### src/rtl/dnn_pkg.sv
// Shared definitions for the dense-layer bus master.
//   state_t     : controller state encoding
//   WORD_STRIDE : byte distance between consecutive data words on the bus
package dnn_pkg;

    typedef enum logic [2:0] {
        IDLE,
        RD_BIAS,
        RD_W,
        RD_A,
        MAC,
        WR,
        DONE
    } state_t;

    localparam int WORD_STRIDE = 4;

endpackage

### src/rtl/dnn_mac.sv
// Fixed-point multiply / shift / accumulate unit.
//   clk, rst_n : clock, synchronous active-low reset (clears the accumulator)
//   clr        : start the next accumulation from zero (alone: zero the register)
//   en         : add (a*b) >>> FRAC_W to the accumulator
//   a, b       : signed operands with FRAC_W fractional bits
//   acc        : accumulator value
// Build option: DNN_DENSE_SATURATE_EN makes additions clamp to the signed
// DATA_W range instead of wrapping.
module dnn_mac #(
    parameter int DATA_W = 32,
    parameter int FRAC_W = 16
) (
    input  logic                     clk,
    input  logic                     rst_n,
    input  logic                     clr,
    input  logic                     en,
    input  logic signed [DATA_W-1:0] a,
    input  logic signed [DATA_W-1:0] b,
    output logic signed [DATA_W-1:0] acc
);

    localparam int PROD_W = 2 * DATA_W;

    logic signed [PROD_W-1:0] a_ext_p0;
    logic signed [PROD_W-1:0] b_ext_p0;
    logic signed [PROD_W-1:0] prod_p0;
    logic signed [PROD_W-1:0] shifted_p0;
    logic signed [DATA_W-1:0] base_p0;
    logic signed [DATA_W-1:0] acc_p1;

    // The sum is formed at full product width so an oversized product
    // saturates correctly rather than being truncated first.
    function automatic logic signed [DATA_W-1:0] acc_add(
        input logic signed [DATA_W-1:0] x,
        input logic signed [PROD_W-1:0] y
    );
        logic signed [PROD_W:0] s;
`ifdef DNN_DENSE_SATURATE_EN
        logic signed [PROD_W:0] sat_max;
        logic signed [PROD_W:0] sat_min;
        sat_max = {{(PROD_W-DATA_W+2){1'b0}}, {(DATA_W-1){1'b1}}};
        sat_min = {{(PROD_W-DATA_W+2){1'b1}}, {(DATA_W-1){1'b0}}};
        s = (PROD_W+1)'(x) + (PROD_W+1)'(y);
        if (s > sat_max)
            return sat_max[DATA_W-1:0];
        else if (s < sat_min)
            return sat_min[DATA_W-1:0];
        else
            return s[DATA_W-1:0];
`else
        s = (PROD_W+1)'(x) + (PROD_W+1)'(y);
        return s[DATA_W-1:0];
`endif
    endfunction

    // Stage 0: full-width product, fractional realignment, accumulate base
    assign a_ext_p0   = PROD_W'(a);
    assign b_ext_p0   = PROD_W'(b);
    assign prod_p0    = a_ext_p0 * b_ext_p0;
    assign shifted_p0 = prod_p0 >>> FRAC_W;
    assign base_p0    = clr ? '0 : acc_p1;

    // Stage 1: accumulator register
    always_ff @(posedge clk) begin
        if (!rst_n)
            acc_p1 <= '0;
        else if (en)
            acc_p1 <= acc_add(base_p0, shifted_p0);
        else if (clr)
            acc_p1 <= '0;
    end

    assign acc = acc_p1;

endmodule

### src/rtl/dnn_dense_master.sv
// Dense (fully connected) layer engine with an Avalon-MM master port.
// Computes out[j] = act(bias[j] + sum_i W[j*in_len+i] * in[i]) by fetching
// one word at a time over the bus and writing each result back.
//   clk, rst_n            : clock, synchronous active-low reset
//   start                 : one-cycle run request (honoured only when idle)
//   bias_addr, weight_addr,
//   in_addr, out_addr     : byte base addresses of the four arrays
//   in_len, out_len       : vector lengths in words
//   relu                  : clamp negative results to zero
//   busy, done            : layer in progress / one-cycle completion pulse
//   m_*                   : Avalon-MM master (one read outstanding at most)
// Build option: DNN_DENSE_SATURATE_EN selects saturating accumulation.
module dnn_dense_master
    import dnn_pkg::*;
#(
    parameter int DATA_W = 32,
    parameter int FRAC_W = 16,
    parameter int ADDR_W = 32
) (
    input  logic              clk,
    input  logic              rst_n,
    input  logic              start,
    input  logic [ADDR_W-1:0] bias_addr,
    input  logic [ADDR_W-1:0] weight_addr,
    input  logic [ADDR_W-1:0] in_addr,
    input  logic [ADDR_W-1:0] out_addr,
    input  logic [15:0]       in_len,
    input  logic [15:0]       out_len,
    input  logic              relu,
    output logic              busy,
    output logic              done,
    input  logic              m_waitrequest,
    output logic [ADDR_W-1:0] m_address,
    output logic              m_read,
    output logic              m_write,
    input  logic [DATA_W-1:0] m_readdata,
    input  logic              m_readdatavalid,
    output logic [DATA_W-1:0] m_writedata
);

    // Fixed-point 1.0: loading the bias as bias*1.0 reuses the MAC path.
    localparam logic signed [DATA_W-1:0] ONE = DATA_W'(64'd1 << FRAC_W);

    state_t state, state_n;

    logic [ADDR_W-1:0] bias_base_q, weight_base_q, in_base_q, out_base_q;
    logic [15:0]       in_len_q, out_len_q;
    logic              relu_q;
    logic              snap;

    logic [15:0]       j_q, j_n, i_q, i_n;
    logic [ADDR_W-1:0] w_idx_q, w_idx_n;
    logic signed [DATA_W-1:0] w_q, w_n, a_q, a_n;

    logic              rd_wait, rd_wait_n;
    logic              m_read_n, m_write_n;
    logic [ADDR_W-1:0] m_address_n;
    logic [DATA_W-1:0] m_writedata_n;
    logic [ADDR_W-1:0] rd_addr;

    logic                     mac_clr, mac_en;
    logic signed [DATA_W-1:0] mac_a, mac_b, acc;
    logic signed [DATA_W-1:0] rdata_s;

    function automatic logic [ADDR_W-1:0] word_addr(
        input logic [ADDR_W-1:0] base,
        input logic [ADDR_W-1:0] idx
    );
        return base + idx * ADDR_W'(WORD_STRIDE);
    endfunction

    function automatic logic signed [DATA_W-1:0] act(
        input logic signed [DATA_W-1:0] x,
        input logic                     relu_en
    );
        return (relu_en && (x < 0)) ? '0 : x;
    endfunction

    assign rdata_s = signed'(m_readdata);
    assign busy    = (state != IDLE);
    assign done    = (state == DONE);

    dnn_mac #(
        .DATA_W (DATA_W),
        .FRAC_W (FRAC_W)
    ) u_mac (
        .clk   (clk),
        .rst_n (rst_n),
        .clr   (mac_clr),
        .en    (mac_en),
        .a     (mac_a),
        .b     (mac_b),
        .acc   (acc)
    );

    always_ff @(posedge clk) begin
        if (!rst_n) begin
            state       <= IDLE;
            j_q         <= '0;
            i_q         <= '0;
            w_idx_q     <= '0;
            w_q         <= '0;
            a_q         <= '0;
            rd_wait     <= 1'b0;
            m_read      <= 1'b0;
            m_write     <= 1'b0;
            m_address   <= '0;
            m_writedata <= '0;
        end else begin
            state       <= state_n;
            j_q         <= j_n;
            i_q         <= i_n;
            w_idx_q     <= w_idx_n;
            w_q         <= w_n;
            a_q         <= a_n;
            rd_wait     <= rd_wait_n;
            m_read      <= m_read_n;
            m_write     <= m_write_n;
            m_address   <= m_address_n;
            m_writedata <= m_writedata_n;
        end
    end

    // Layer parameters are frozen at start so the caller may change them freely.
    always_ff @(posedge clk) begin
        if (!rst_n) begin
            bias_base_q   <= '0;
            weight_base_q <= '0;
            in_base_q     <= '0;
            out_base_q    <= '0;
            in_len_q      <= '0;
            out_len_q     <= '0;
            relu_q        <= 1'b0;
        end else if (snap) begin
            bias_base_q   <= bias_addr;
            weight_base_q <= weight_addr;
            in_base_q     <= in_addr;
            out_base_q    <= out_addr;
            in_len_q      <= in_len;
            out_len_q     <= out_len;
            relu_q        <= relu;
        end
    end

    always_comb begin
        state_n       = state;
        j_n           = j_q;
        i_n           = i_q;
        w_idx_n       = w_idx_q;
        w_n           = w_q;
        a_n           = a_q;
        rd_wait_n     = rd_wait;
        m_read_n      = m_read;
        m_write_n     = m_write;
        m_address_n   = m_address;
        m_writedata_n = m_writedata;
        mac_clr       = 1'b0;
        mac_en        = 1'b0;
        mac_a         = w_q;
        mac_b         = a_q;
        snap          = 1'b0;

        case (state)
            RD_BIAS: rd_addr = word_addr(bias_base_q, ADDR_W'(j_q));
            RD_W:    rd_addr = word_addr(weight_base_q, w_idx_q);
            default: rd_addr = word_addr(in_base_q, ADDR_W'(i_q));
        endcase

        case (state)
            IDLE: begin
                if (start) begin
                    snap    = 1'b1;
                    j_n     = '0;
                    i_n     = '0;
                    w_idx_n = '0;
                    mac_clr = 1'b1;
                    state_n = (out_len == 16'd0) ? DONE : RD_BIAS;
                end
            end

            // Each read: issue, hold until accepted, then wait for its data.
            RD_BIAS, RD_W, RD_A: begin
                if (!m_read && !rd_wait) begin
                    m_read_n    = 1'b1;
                    m_address_n = rd_addr;
                end else if (m_read) begin
                    if (!m_waitrequest) begin
                        m_read_n  = 1'b0;
                        rd_wait_n = 1'b1;
                    end
                end else if (m_readdatavalid) begin
                    rd_wait_n = 1'b0;
                    case (state)
                        RD_BIAS: begin
                            mac_clr = 1'b1;
                            mac_en  = 1'b1;
                            mac_a   = rdata_s;
                            mac_b   = ONE;
                            state_n = (in_len_q == 16'd0) ? WR : RD_W;
                        end
                        RD_W: begin
                            w_n     = rdata_s;
                            w_idx_n = w_idx_q + 1'b1;
                            state_n = RD_A;
                        end
                        default: begin
                            a_n     = rdata_s;
                            state_n = MAC;
                        end
                    endcase
                end
            end

            MAC: begin
                mac_en  = 1'b1;
                i_n     = i_q + 16'd1;
                state_n = ((i_q + 16'd1) == in_len_q) ? WR : RD_W;
            end

            // First cycle latches the activated result, then hold until accepted.
            WR: begin
                if (!m_write) begin
                    m_write_n     = 1'b1;
                    m_address_n   = word_addr(out_base_q, ADDR_W'(j_q));
                    m_writedata_n = act(acc, relu_q);
                end else if (!m_waitrequest) begin
                    m_write_n = 1'b0;
                    if ((j_q + 16'd1) == out_len_q) begin
                        state_n = DONE;
                    end else begin
                        j_n     = j_q + 16'd1;
                        i_n     = '0;
                        state_n = RD_BIAS;
                    end
                end
            end

            DONE: state_n = IDLE;

            default: state_n = IDLE;
        endcase
    end

endmodule

### config.mk
export PLATFORM = sky130hd
export DESIGN_NAME = dnn_dense_master
export DESIGN_NICKNAME = d
export VERILOG_FILES = /design/src/rtl/dnn_pkg.sv /design/src/rtl/dnn_mac.sv /design/src/rtl/dnn_dense_master.sv
export SDC_FILE = /design/constraint.sdc
export NUM_CORES = 2
export LEC_CHECK = 0
export ABC_AREA = 1
export CAP_MARGIN = 40
export CORE_UTILIZATION = 58
export DETAILED_ROUTE_END_ITERATION = 10
export GPL_TIMING_DRIVEN = 0
export HOLD_SLACK_MARGIN = 0.08
export PLACE_DENSITY_LB_ADDON = 0.12
export SETUP_SLACK_MARGIN = 0.02
export SLEW_MARGIN = 20
export SYNTH_ARGS = -nofsm -noshare
export SYNTH_HDL_FRONTEND = slang
export SYNTH_HIERARCHICAL = 1
export SYNTH_SLANG_ARGS = --single-unit
### constraint.sdc
create_clock -name clk -period 21.9 [get_ports clk]
set_input_delay 5.475 -clock clk [delete_from_list [all_inputs] [get_ports clk]]
set_output_delay 5.475 -clock clk [all_outputs]
set_load 0.03 [all_outputs]
==> impl_metrics.prom <==
# TYPE chip_impl_metric gauge
chip_impl_info{name="status",value="finished clean"} 1
chip_impl_metric{name="ys_seq_elements",unit=""} 389
chip_impl_metric{name="critPathArrivalTime",unit="ns"} 18.22
chip_impl_metric{name="synth_nets",unit=""} 9176
chip_impl_metric{name="area.sequential",unit="um^2"} 7790
chip_impl_metric{name="netlist.area_leader.share",unit=""} 0.305
chip_impl_info{name="crit_top_cell",value="sky130_fd_sc_hd__nand2_1"} 1
chip_impl_info{name="min_delay_worst_endpoint",value="a_q[29]"} 1
chip_impl_metric{name="depth_of_the_worst_hold_timing_path",unit=""} 2
chip_impl_info{name="hold_path.class",value="register to register"} 1
chip_impl_metric{name="setup_viol",unit=""} 0
chip_impl_info{name="rsz0062_at_grt",value="no"} 1
chip_impl_info{name="worst_setup_sp_type",value="input port"} 1
chip_impl_metric{name="grt_max_degree",unit=""} 14
chip_impl_metric{name="synth-warning-count",unit=""} 6
chip_impl_metric{name="global_route.overflow_total",unit=""} 0
chip_impl_metric{name="synth_seq_area_share",unit=""} 0.141
chip_impl_metric{name="post-route-min-period",unit="ns"} 17.68
chip_impl_metric{name="insertion_delay",unit="ns"} 0.64
chip_impl_info{name="path_class",value="input port to register"} 1
chip_impl_info{name="tritoncts",value="done"} 1
chip_impl_metric{name="final.fill_count",unit=""} 8529
chip_impl_metric{name="gpl.final_weighted_congestion",unit=""} 1.07
chip_impl_metric{name="port_buffers",unit=""} 264
chip_impl_metric{name="antenna_violating_nets_post_route",unit=""} 0
chip_impl_metric{name="std_cell_core_area",unit="um^2"} 93900
chip_impl_info{name="netlist_top_cells_area",value="sky130_fd_sc_hd__fa_1, sky130_fd_sc_hd__dfxtp_1, sky130_fd_sc_hd__nand2_1"} 1
chip_impl_metric{name="die_x",unit="um"} 311
chip_impl_metric{name="max_freq",unit="MHz"} 56.6
chip_impl_metric{name="report.final.slew_viol_count",unit=""} 0
chip_impl_info{name="worstSetupEndpointType",value="register"} 1
chip_impl_metric{name="drt_drc_violations_left",unit=""} 0
chip_impl_metric{name="timing_hold_violations_final",unit=""} 0
chip_impl_metric{name="synthDistinctLibCells",unit=""} 55
chip_impl_metric{name="die_height",unit="um"} 311
chip_impl_info{name="critical_path.slowest_cell",value="sky130_fd_sc_hd__nor2_1"} 1
chip_impl_metric{name="clock_sink_count",unit=""} 389
chip_impl_metric{name="final_wirelength",unit="um"} 220000
chip_impl_metric{name="drt_pre_antenna_iters",unit=""} 8
chip_impl_metric{name="max-vdd-ir-drop",unit="mV"} 0.0790
chip_impl_metric{name="max-cap-violations",unit=""} 0
chip_impl_metric{name="cts-buffers-inserted",unit=""} 45
chip_impl_metric{name="asyncSetResetFlopFracSynth",unit=""} 0
chip_impl_metric{name="pwr-share-clk",unit=""} 0.270
chip_impl_metric{name="routed_via_density",unit=""} 5.71
chip_impl_metric{name="dr.first_iter.drc_count",unit=""} 6598
chip_impl_metric{name="track_usage",unit=""} 0.455
chip_impl_metric{name="cellPowerDensity",unit="nW/um^2"} 49.6
chip_impl_info{name="worst_hold_startpoint",value="a_q[29]"} 1
chip_impl_metric{name="standby_leakage_power",unit="nW"} 33.5
chip_impl_metric{name="internal-power",unit="mW"} 1.70
chip_impl_metric{name="cp_slowest_stage_delay",unit="ns"} 0.71
chip_impl_metric{name="worst_clock_skew",unit="ns"} 0.0385
chip_impl_info{name="r2r-end",value="u_mac/acc[28]"} 1
chip_impl_metric{name="setup_total_negative_slack",unit="ns"} 0
chip_impl_info{name="rr_startpoint",value="state[0]"} 1
chip_impl_metric{name="synth_enable_flop_cells",unit=""} 0
chip_impl_metric{name="transition_time_at_the_pin_with_the_least_slew_margin",unit="ns"} 1.06
chip_impl_metric{name="htree_num_levels",unit=""} 2
chip_impl_metric{name="r2r_setup_slack",unit="ns"} 8.50
chip_impl_metric{name="worst_setup_slack_post_dpl",unit="ns"} 3.89
chip_impl_metric{name="cts_buffer_depth",unit=""} 3
chip_impl_metric{name="synthCells",unit=""} 7861
chip_impl_metric{name="worstPathRequired",unit="ns"} 22.43
chip_impl_info{name="synthDominantAreaCellType",value="sky130_fd_sc_hd__fa_1"} 1
chip_impl_metric{name="crit_path_max_fanout",unit=""} 10
chip_impl_metric{name="placementRows",unit=""} 112
chip_impl_metric{name="route.detailed.wl_per_inst",unit="um"} 23.0
chip_impl_metric{name="postCtsSetupBuffers",unit=""} 0
chip_impl_metric{name="post_synth.cell_area_avg",unit="um^2"} 7.03
chip_impl_metric{name="sw_frac_of_total",unit=""} 0.445
chip_impl_metric{name="detailedPlacementHpwl",unit="um"} 186000
chip_impl_metric{name="post_route_cells_drive_above_1_share",unit=""} 0.0324
chip_impl_metric{name="power.switching",unit="mW"} 1.37
chip_impl_metric{name="worst_reg2reg_path_length_in_cells",unit=""} 44
chip_impl_metric{name="fin_worst_hold_slack",unit="ns"} 0.456
chip_impl_metric{name="setup_slack",unit="ns"} 4.22
chip_impl_metric{name="area_of_the_multi_input_gates",unit="um^2"} 39500
chip_impl_metric{name="slew_headroom",unit=""} 0.292
chip_impl_metric{name="grt_first_pass_wirelength",unit="um"} 327000
chip_impl_metric{name="nets",unit=""} 9548
chip_impl_info{name="ctsRootBufferMaster",value="sky130_fd_sc_hd__clkbuf_16"} 1
chip_impl_metric{name="post-route-util",unit=""} 0.658
chip_impl_info{name="synth_flop_cell",value="sky130_fd_sc_hd__dfxtp_1"} 1
chip_impl_metric{name="cts_hold_buf",unit=""} 0
chip_impl_metric{name="pwr-share-comb",unit=""} 0.415
chip_impl_metric{name="final_min_period_over_clock_period",unit=""} 0.807
chip_impl_metric{name="grt_antenna_before_repair",unit=""} 19
chip_impl_metric{name="die_area",unit="um^2"} 96500
chip_impl_metric{name="number_of_global_route_vias_before_repair",unit=""} 53200
chip_impl_metric{name="mappedNetlistArea",unit="um^2"} 55300
chip_impl_metric{name="post_cts_resize_count",unit=""} 0
chip_impl_metric{name="dr_total_vias",unit=""} 54400
chip_impl_metric{name="top_level_ports",unit=""} 266
chip_impl_metric{name="worst_setup_hold_path_clk_slew",unit="ns"} 0.07
chip_impl_metric{name="share_seq_of_total_power",unit=""} 0.316
chip_impl_metric{name="areaGrowthSynthToFinish",unit="%"} 11.8
chip_impl_metric{name="start_util",unit=""} 0.589
-- layout by cell type (no fill, tap or decap), types with 12 or more instances in the layout --
| cell | synthesis | final |
|---|---|---|
| sky130_fd_sc_hd__nor2_2 | 11 | 16 |
| sky130_fd_sc_hd__a21oi_1 | 529 | 529 |
| sky130_fd_sc_hd__nor4_1 | 33 | 33 |
| sky130_fd_sc_hd__ha_1 | 274 | 274 |
| sky130_fd_sc_hd__nand3_1 | 412 | 412 |
| sky130_fd_sc_hd__clkbuf_1 | 296 | 299 |
| sky130_fd_sc_hd__o21ai_0 | 336 | 336 |
| sky130_fd_sc_hd__a21oi_2 | 13 | 13 |
| sky130_fd_sc_hd__buf_2 | 13 | 15 |
| sky130_fd_sc_hd__fa_1 | 843 | 843 |
| sky130_fd_sc_hd__inv_1 | 1770 | 1770 |
| sky130_fd_sc_hd__nand2_2 | 19 | 19 |
| sky130_fd_sc_hd__or2_2 | 22 | 22 |
| sky130_fd_sc_hd__nor3_1 | 60 | 60 |
| sky130_fd_sc_hd__a31oi_1 | 27 | 27 |
| sky130_fd_sc_hd__xor2_1 | 62 | 62 |
| sky130_fd_sc_hd__buf_6 | 1 | 39 |
| sky130_fd_sc_hd__o21bai_1 | 20 | 20 |
| sky130_fd_sc_hd__a21o_1 | 15 | 15 |
| sky130_fd_sc_hd__nand3b_1 | 12 | 12 |
| sky130_fd_sc_hd__nand4_1 | 55 | 55 |
| sky130_fd_sc_hd__dfxtp_1 | 389 | 389 |
| sky130_fd_sc_hd__buf_4 | 12 | 22 |
| sky130_fd_sc_hd__clkbuf_16 | 0 | 46 |
| sky130_fd_sc_hd__clkdlybuf4s50_1 | 0 | 264 |
| sky130_fd_sc_hd__nor2_1 | 462 | 457 |
| sky130_fd_sc_hd__xnor2_1 | 35 | 35 |
| sky130_fd_sc_hd__buf_1 | 16 | 16 |
| sky130_fd_sc_hd__nand2_1 | 2023 | 2023 |
-- area by class of cell --
cell class,count,share of cell area
antenna,8,0.000324
buffer,339,0.0220
clock buffer,61,0.0212
clock inverter,20,0.00466
inverter,1785,0.108
multi-input combinational,5348,0.638
sequential,389,0.126
tap,1254,0.0254
timing repair buffer,325,0.0537
-- worst max-delay path, delay by kind of cell --
| family | cells | cell delay, ns |
|---|---|---|
| AOI/OAI and AO/OA | 6 | 1.47 |
| and+or+nand+nor | 18 | 2.77 |
| buffers and inverters | 11 | 3.42 |
| xor gates and xnor gates | 1 | 0.23 |
| adders and majority gates | 10 | 4.79 |
-- synthesized netlist by cell type (15+ instances only) --
cell type                  number
sky130_fd_sc_hd__ha_1         274
sky130_fd_sc_hd__a21o_1        15
sky130_fd_sc_hd__fa_1         843
sky130_fd_sc_hd__o21bai_1      20
sky130_fd_sc_hd__nand2_1     2023
sky130_fd_sc_hd__or2_2         22
sky130_fd_sc_hd__nand4_1       55
sky130_fd_sc_hd__buf_1         16
sky130_fd_sc_hd__nor3_1        60
sky130_fd_sc_hd__nor2_1       462
sky130_fd_sc_hd__clkbuf_1     296
sky130_fd_sc_hd__o21ai_0      336
sky130_fd_sc_hd__xnor2_1       35
sky130_fd_sc_hd__a21oi_1      529
sky130_fd_sc_hd__dfxtp_1      389
sky130_fd_sc_hd__nand3_1      412
sky130_fd_sc_hd__inv_1       1770
sky130_fd_sc_hd__nor4_1        33
sky130_fd_sc_hd__xor2_1        62
sky130_fd_sc_hd__a31oi_1       27
sky130_fd_sc_hd__nand2_2       19
-- logic make-up (layout without fill, tap and decap cells) --
group / after synthesis / in the layout / share of synthesized area
and+or+nand+nor: 3127 / 3127 / 0.232
buffers and inverters: 2124 / 2530 / 0.146
adders and majority gates: 1117 / 1117 / 0.367
AOI/OAI and AO/OA: 1003 / 1003 / 0.0968
DFF: 389 / 389 / 0.141
xor gates and xnor gates: 101 / 101 / 0.0170
other: 0 / 8 / 0
-- metal layers --
| metal | wire length [um] | vias to the layer above | share of wire | track usage |
|---|---|---|---|---|
| li1 | - | 24500 | - | - |
| met1 | 82300 | 25800 | 0.37 | 0.588 |
| met2 | 91900 | 3389 | 0.42 | 0.669 |
| met3 | 32400 | 648 | 0.15 | 0.166 |
| met4 | 12800 | 24 | 0.058 | 0.226 |
| met5 | 146 | - | 0.00066 | 0 |
-- power groups by stage --
| stage | clock (mW) | sequential, mW | combinational [mW] |
|---|---|---|---|
| after global routing | 0.854 | 0.970 | 1.35 |
| after detailed placement | 0 | 0.972 | 1.21 |
| final | 0.828 | 0.968 | 1.27 |
| after CTS | 0.828 | 0.958 | 1.22 |
| after global placement | 0 | 0.971 | 1.19 |
| after floorplan | 0 | 0.961 | 0.698 |
-- flip-flops by register name, indices dropped and copies added (netlist names), 3 cells and up --
register and count:
a_q 32, bias_base_q 32, in_base_q 32, m_address 32, m_writedata 32, out_base_q 32, u_mac/acc 32, w_q 32
weight_base_q 32, w_idx_q 30, i_q 16, in_len_q 16, j_q 16, out_len_q 16, state 3
-- per-stage QoR --
step,cells,power (mW),instance area (um^2)
floorplan,7861,1.66,55300
global placement,9379,2.16,59500
detailed placement,9416,2.19,59900
CTS,9497,3.01,61500
global route,9525,3.18,61800
finish,9529,3.07,61800
-- worst max path at each step --
stage / from / to / slack (ns) / cells after the start
after floorplan: m_readdatavalid / u_mac/acc[30] / 7.86 / 46
after global placement: m_readdatavalid / u_mac/acc[31] / 3.99 / 41
after detailed placement: m_readdatavalid / u_mac/acc[31] / 3.89 / 45
after CTS: m_readdatavalid / u_mac/acc[31] / 4.48 / 45
after global routing: m_readdatavalid / u_mac/acc[31] / 3.82 / 46
final: m_readdatavalid / u_mac/acc[28] / 4.22 / 46
Note: power is estimated with default switching activity, not from simulation.
